[src/rtl/seq_event_request.sv]
// Event request generator: edge-detects det_in, spaces accepted events by a gap
// timer, counts them, and hands pending work to a controller over a 4-phase link.
module seq_event_request #(
    parameter int CNT_W      = 4,
    parameter int GAP_CYCLES = 16,
    parameter int GAP_W      = 5
) (
    input  logic             clk,
    input  logic             rst,
    input  logic             det_in,
    input  logic             req_ack,
    input  logic             clr_ovf,
    output logic             req_out,
    output logic [CNT_W-1:0] pending,
    output logic             overflow,
    output logic [15:0]      total_count
);

    typedef enum logic [1:0] {
        S_IDLE = 2'd0,
        S_REQ  = 2'd1,
        S_DROP = 2'd2
    } state_t;

    localparam logic [CNT_W-1:0] P_MAX      = '1;
    localparam logic [GAP_W-1:0] P_GAP_LOAD = GAP_W'(GAP_CYCLES - 1);

    logic             r_det_q;
    logic [GAP_W-1:0] r_gap;
    logic [CNT_W-1:0] r_pend;
    logic             r_ovf;
    logic [15:0]      r_total;
    state_t           r_state;
    logic             r_req;

    logic             w_raw;
    logic             w_accept;
    logic             w_done;
    logic             w_ovf_set;
    logic [CNT_W-1:0] w_pend_nxt;
    state_t           w_state_nxt;
    logic             w_req_nxt;

    assign w_raw    = det_in & ~r_det_q;
    assign w_accept = w_raw & (r_gap == '0);

    always_ff @(posedge clk or posedge rst) begin
        if (rst) begin
            r_det_q <= 1'b0;
            r_gap   <= '0;
        end else begin
            r_det_q <= det_in;
            if (w_accept)
                r_gap <= P_GAP_LOAD;
            else if (r_gap != '0)
                r_gap <= r_gap - GAP_W'(1);
        end
    end

    // An event and a completion on the same edge cancel out.
    always_comb begin
        w_pend_nxt = r_pend;
        w_ovf_set  = 1'b0;
        case ({w_accept, w_done})
            2'b10: begin
                if (r_pend == P_MAX)
                    w_ovf_set = 1'b1;
                else
                    w_pend_nxt = r_pend + CNT_W'(1);
            end
            2'b01: begin
                if (r_pend != '0)
                    w_pend_nxt = r_pend - CNT_W'(1);
            end
            default: w_pend_nxt = r_pend;
        endcase
    end

    always_ff @(posedge clk or posedge rst) begin
        if (rst) begin
            r_pend  <= '0;
            r_ovf   <= 1'b0;
            r_total <= '0;
        end else begin
            r_pend  <= w_pend_nxt;
            r_total <= r_total + 16'(w_accept);
            if (w_ovf_set)
                r_ovf <= 1'b1;
            else if (clr_ovf)
                r_ovf <= 1'b0;
        end
    end

    always_ff @(posedge clk or posedge rst) begin
        if (rst) begin
            r_state <= S_IDLE;
            r_req   <= 1'b0;
        end else begin
            r_state <= w_state_nxt;
            r_req   <= w_req_nxt;
        end
    end

    always_comb begin
        w_state_nxt = S_IDLE;
        case (r_state)
            S_IDLE:  w_state_nxt = (r_pend != '0) ? S_REQ : S_IDLE;
            S_REQ:   w_state_nxt = req_ack ? S_DROP : S_REQ;
            S_DROP:  w_state_nxt = req_ack ? S_DROP : S_IDLE;
            default: w_state_nxt = S_IDLE;
        endcase
    end

    always_comb begin
        w_done    = (r_state == S_REQ) & req_ack;
        w_req_nxt = (w_state_nxt == S_REQ);
    end

    assign req_out     = r_req;
    assign pending     = r_pend;
    assign overflow    = r_ovf;
    assign total_count = r_total;

endmodule

[config.mk]
export PLATFORM = sky130hd
export DESIGN_NAME = seq_event_request
export DESIGN_NICKNAME = d
export VERILOG_FILES = /design/src/rtl/seq_event_request.sv
export SDC_FILE = /design/constraint.sdc
export NUM_CORES = 1
export LEC_CHECK = 0
export BUFFER_PORTS_ARGS = -buffer_cell sky130_fd_sc_hd__buf_2
export CORE_MARGIN = 2
export CORE_UTILIZATION = 41
export DETAILED_ROUTE_END_ITERATION = 10
export PLACE_DENSITY_LB_ADDON = 0.1
export SYNTH_ARGS = -nofsm -noshare
export SYNTH_HDL_FRONTEND = slang
export SYNTH_SLANG_ARGS = --single-unit
[constraint.sdc]
create_clock -name clk -period 2.5 [get_ports clk]
set_input_delay 0.375 -clock clk [delete_from_list [all_inputs] [get_ports clk]]
set_output_delay 0.375 -clock clk [all_outputs]
set_load 0.005 [all_outputs]
* Yosys cells after proc, flatten, opt, wreduce, memory -nomap -nowiden
Cells that the tools add are included.
** Cells by class
- Add/subtract/negate cells :: 4
- Bitwise gates (word level) :: 4
- Eq/ne operators :: 8
- Reduce and logical (&&, ||, !) cells :: 8
- Muxes and demuxes :: 13
** Operator list (number)
- adder 16 x 1 -> 16 bit :: 1
- 2-to-1 mux 5 bit :: 2
- 2-to-1 mux 4 bit :: 2
- one-hot mux 4 bit (2 select lines) :: 1
- == test 2 x 1 -> 1 bit, second input constant :: 3
- one-hot mux 2 bit (3 select lines) :: 1
- nonzero test 2 bit :: 3
- zero test 5 bit :: 1
- 2-to-1 mux 1 bit :: 5
- nonzero test 5 bit :: 1
- subtractor 5 x 1 -> 5 bit, second input constant :: 1
- adder 4 x 1 -> 4 bit, second input constant :: 1
- == test 2 bit, second input constant :: 2
- == test 4 bit, second input constant :: 1
- 2-to-1 mux 2 bit :: 2
- inequality test 2 bit, second input constant :: 2
- nonzero test 4 bit :: 1
- subtractor 4 x 1 -> 4 bit, second input constant :: 1
- bitwise AND 1 bit :: 3
- AND reduction 3 bit :: 1
- zero test 2 bit :: 1
- NOT 1 bit :: 1
** Word-level totals
- Logic and storage cells :: 44
- Register bits :: 30
- Output and inout port bits :: 22
- Bits of input ports :: 5

* Depth between registers and ports, before layout
- Depth after elaboration :: 6
- Depth in mapped cells :: 11
- Depth with buffers taken out :: 10

* Worst setup path after synthesis
OpenSTA, ideal clock, no wires.
- Path kind :: register -> register
- Start point :: register r_gap[0]
- End point :: register r_total[14], in the netlist total_count[14]
- Setup slack :: 114 ps
- Path buffers :: 1
- Data arrival time :: 2307 ps
- Library setup time :: 79 ps
- Required time :: 2421 ps
- Cell stages (with the launch flop) :: 12
- Period minus slack after synthesis :: 2386 ps
- Cells stage by stage :: dfrtp_1 inv_1 ha_1 or4b_1 nor2_2 ha_1 ha_1 and2_0 clkbuf_1 nand4_1 nor2_1 xor2_1
** Between the ends
- Word-level cells in the longest chain between the ends :: 3
** Ends and longest elaborated chain
- start, declared :: RTL line 29 : logic [GAP_W-1:0] r_gap;
- start signal, assigned :: RTL line 56 : r_gap <= r_gap - GAP_W'(1);
- zero test 5 bit :: RTL line 45 : assign w_accept = w_raw & (r_gap == '0);
- bitwise AND 1 bit :: RTL line 45
- adder 16 x 1 -> 16 bit :: RTL line 86 : r_total <= r_total + 16'(w_accept);
- end signal, assigned :: RTL line 86
- end, declared :: RTL line 32 : logic [15:0] r_total;
Every way passes these cells.
A chain may end at the register's enable or synchronous reset.

* Final worst setup path
- Start point :: register r_gap[0]
- End point :: register r_pend[1], in the netlist pending[1]
** Between the ends
- Elaborated cells between the ends (all ways) :: 9
- Those cells by class :: eq/ne (4); mux (1); bitwise (1); reduce/logical (3)
** RTL lines
- zero test 5 bit * :: RTL line 45
- bitwise AND 1 bit * :: RTL line 45
- == test 2 x 1 -> 1 bit / == test 2 bit (equally long branches) :: RTL line 64 : case ({w_accept, w_done})
- one-hot mux 4 bit (2 select lines) * :: RTL line 64
- net w_pend_nxt[1] :: RTL line 40 : logic [CNT_W-1:0] w_pend_nxt;
- end signal, assigned :: RTL line 85 : r_pend <= w_pend_nxt;
- end, declared :: RTL line 30 : logic [CNT_W-1:0] r_pend;
Mark *: on every way through the listed nets, which the timed path passes. The rest lies on a longest branch.

==> results.md <==
- Status: complete, no violations
- DRT antenna net count: 0
- Slew @ Worst Pin: 486 ps
- Via density: ~4.8
- Pleak: approximately 0.9 nW
- Num ports: 27
- Mean Syn Cell Area: 11.3 um2
- Filler Cell Count: 313
- Die Height: 62.4 um
- Maximum VDD drop: 0.483 mV
- Crit share post-route: 0.909
- Area delta synth->final: 21.7%
- Slowest cell on crit path: or4b_4
- Final Hold Vio Count: 0
- # rows: 21
- Max Cap Violations: 0
- Net count after synthesis: 134
- Number of hold buffers added after CTS: 0
- Die width: between 60 and 70 um
- Startpoint types: flip-flop
- Crit end category: flip-flop
- Worst-case reg-to-reg path depth: 9
- Worst hold path class: in2async
- Yosys warning count: 0
- Final WL: 2560 um
- First-pass GRT wire length: 4830 um
- Mapped Area: 0.00140 mm2
- Tmin final: around 2300 ps
- Count of nets after finishing: 169
- Reg2Reg Capture Point: pending[1]
- Required time worst endpoint: 2730 ps
- DP Area: 0.00160 mm2
- Final setup TNS: 0 ps
- Total Routing Usage GR: 0.160
- Die ar.: 0.00389 mm2
- Initial core utilization: 0.422
- Antenna violations before repair: 0
- Critical Path, Cell by Cell: inv_1 > ha_1 > or4b_4 > nor2_2 > buf_4 > nor2_1 > xor2_1 > ha_2 > mux2_1
- Vias in the first global route: 1,070
- Pre-antenna DRT Iters: 3
- Commonest non-fill, non-tap cell in the layout: dfrtp_1
- Setup violators final: 0
- DRC: 0
- Drt first-iter violations: 30
- Max Root-Sink Buffers: 2
- Core ar.: 0.00331 mm2
- Mapped Cells: between 100 and 150
- Reg2reg setup slack: 230 ps
- WS Path Type: reg2reg
- Dpl ws: 79.1 ps
- Synth cell types: 35
- DP HPWL: 1890 um
- RSZ-0062 raised after global routing: no
- CTS tree: built
- Yosys reg bits: 30
- Global route total overflow: 0
- Worst R2R Start: r_gap[0]
- Pin count of the biggest net entering global routing: 31
- CP Max Fanout: 3
- Fmax: 0.440 GHz
- Layout cell share with drive strength beyond 1: 0.300
- Final setup skew: roughly 9.9 ps
- Worst hold margin: 89.0 ps
- Diodes inserted: 0
- Clk Latency, worst-skew pair: 340 ps
- Max incr delay on CP: about 480 ps
- Port buffer count: 26
- Worst Setup EP: pending[1]
- Cell area after layout: about 0.0017 mm2
- Sink Count: 30
- Worst Setup SP: r_gap[0]
- Fin util: 0.514
- Clock H-tree levels: 2
- Wire per inst: 12.4 um
- Gpl congestion: approximately 0.76
- Commonest cells after routing, fill and taps aside: dfrtp_1 (30), buf_2 (26), nor2_1 (13), xor2_1 (13), nand2_1 (10)
- Slew Limit Fails: 0
- Slew headroom: 0.674
- Final setup margin: 228 ps
- Sequential fraction of the synthesis area: 0.537
- Power Density: 906 mW/mm2
- Arr. time, crit path: 2500 ps
- Clock transition at path regs: 100 ps
- Num CTS Buffers: 5
- Vias: ~1,000
- CTS Root Cell: clkbuf_4
-- where the power goes --
group          total, mW  switching (mW)  internal [mW]
sequential         0.741           0.142          0.599
clock              0.388           0.181          0.207
combinational      0.412           0.190          0.223
total               1.54           0.512           1.03
-- flip-flops by register name, indices dropped and copies added, names as in the netlist --
signal and cells:
pending 4, r_state 2, req_out 1, r_det_q 1, overflow 1, total_count 16
r_gap 5
-- worst max-delay path, delay by kind of cell (launching register included) --
kind	cells	cell delay [ps]
multiplexers	1	280
adder cells (fa/ha/maj)	2	470
buffers and inverters	2	220
AND/OR/NAND/NOR	3	650
flip-flops	1	400
XOR/XNOR	1	150
-- metal layers --
metal / vias to the layer above / GRT usage / routed length (um)
met3: 5 / 0.0486 / 146
met2: 25 / 0.272 / 1270
met5: - / 0 / 0
met4: 0 / 0.0861 / 59
li1: 493 / - / -
met1: 476 / 0.182 / 1090
-- synthesized netlist by cell type --
library cell	count	share of area
a31oi_1	1	0.0045
nand3b_1	1	0.0054
and2_1	1	0.0045
nor4_1	1	0.0045
nand2b_1	1	0.0045
nor2b_1	3	0.013
a21oi_1	4	0.014
and3_1	1	0.0045
or3_1	1	0.0045
inv_1	5	0.013
a211oi_1	2	0.011
dfrtp_1	30	0.54
o31ai_1	1	0.0054
nand3_1	1	0.0036
nand4_2	1	0.0090
nand2_1	10	0.027
mux2_1	1	0.0081
a32oi_1	1	0.0063
nand3_4	1	0.013
nor2_1	13	0.035
a21o_1	3	0.016
nor3_1	5	0.018
and2_0	1	0.0045
or3_4	1	0.0081
o22ai_1	1	0.0045
xor2_1	13	0.081
xnor2_1	5	0.031
clkbuf_1	2	0.0054
nor4b_2	1	0.011
mux2i_1	1	0.0072
nor4_4	1	0.015
nand4_1	3	0.013
nor2_2	1	0.0045
or4b_1	1	0.0072
ha_1	5	0.045
-- per-stage QoR --
stage | std cells | power, mW
2_1_floorplan | 124 | 1.00
5_1_grt | 206 | 1.67
6_report | 206 | 1.54
4_1_cts | 205 | 1.53
3_3_place_gp | 197 | 1.12
3_5_place_dp | 197 | 1.14
-- layout make-up --
type,count,area [um2],share of cell area
sequential,30,751,0.442
multi-input combinational,87,636,0.374
clock inverter,3,40.0,0.0235
inverter,5,18.8,0.0110
tap,46,57.6,0.0338
clock buffer,5,37.5,0.0221
timing repair buffer,30,160,0.0942
-- how the worst min path moves through the flow --
stage | startpoint | to | slack, ps
after floorplan | det_in | r_det_q | 410
after global placement | total_count[15] | total_count[15] | 450
final | rst | total_count[7] | 90
after global routing | rst | total_count[11] | 130
after CTS | rst | total_count[11] | 90
after detailed placement | rst | req_out | 480
-- logic make-up (layout without fill, tap and decap cells) --
kind of cell,Yosys count,in the layout,synth area share
mux,2,2,0.0152
xor+xnor,18,18,0.113
buf+inv,7,43,0.0188
simple gates,49,49,0.210
flops,30,30,0.537
compound gates,13,13,0.0618
fa+ha+maj,5,5,0.0448
-- repair_timing --
item / CTS / global route
endpoints found under the setup margin: 0 / 7
gates resized for setup: 0 / 5
setup buffers: 0 / 1
Power figures use the tool's default switching activity.
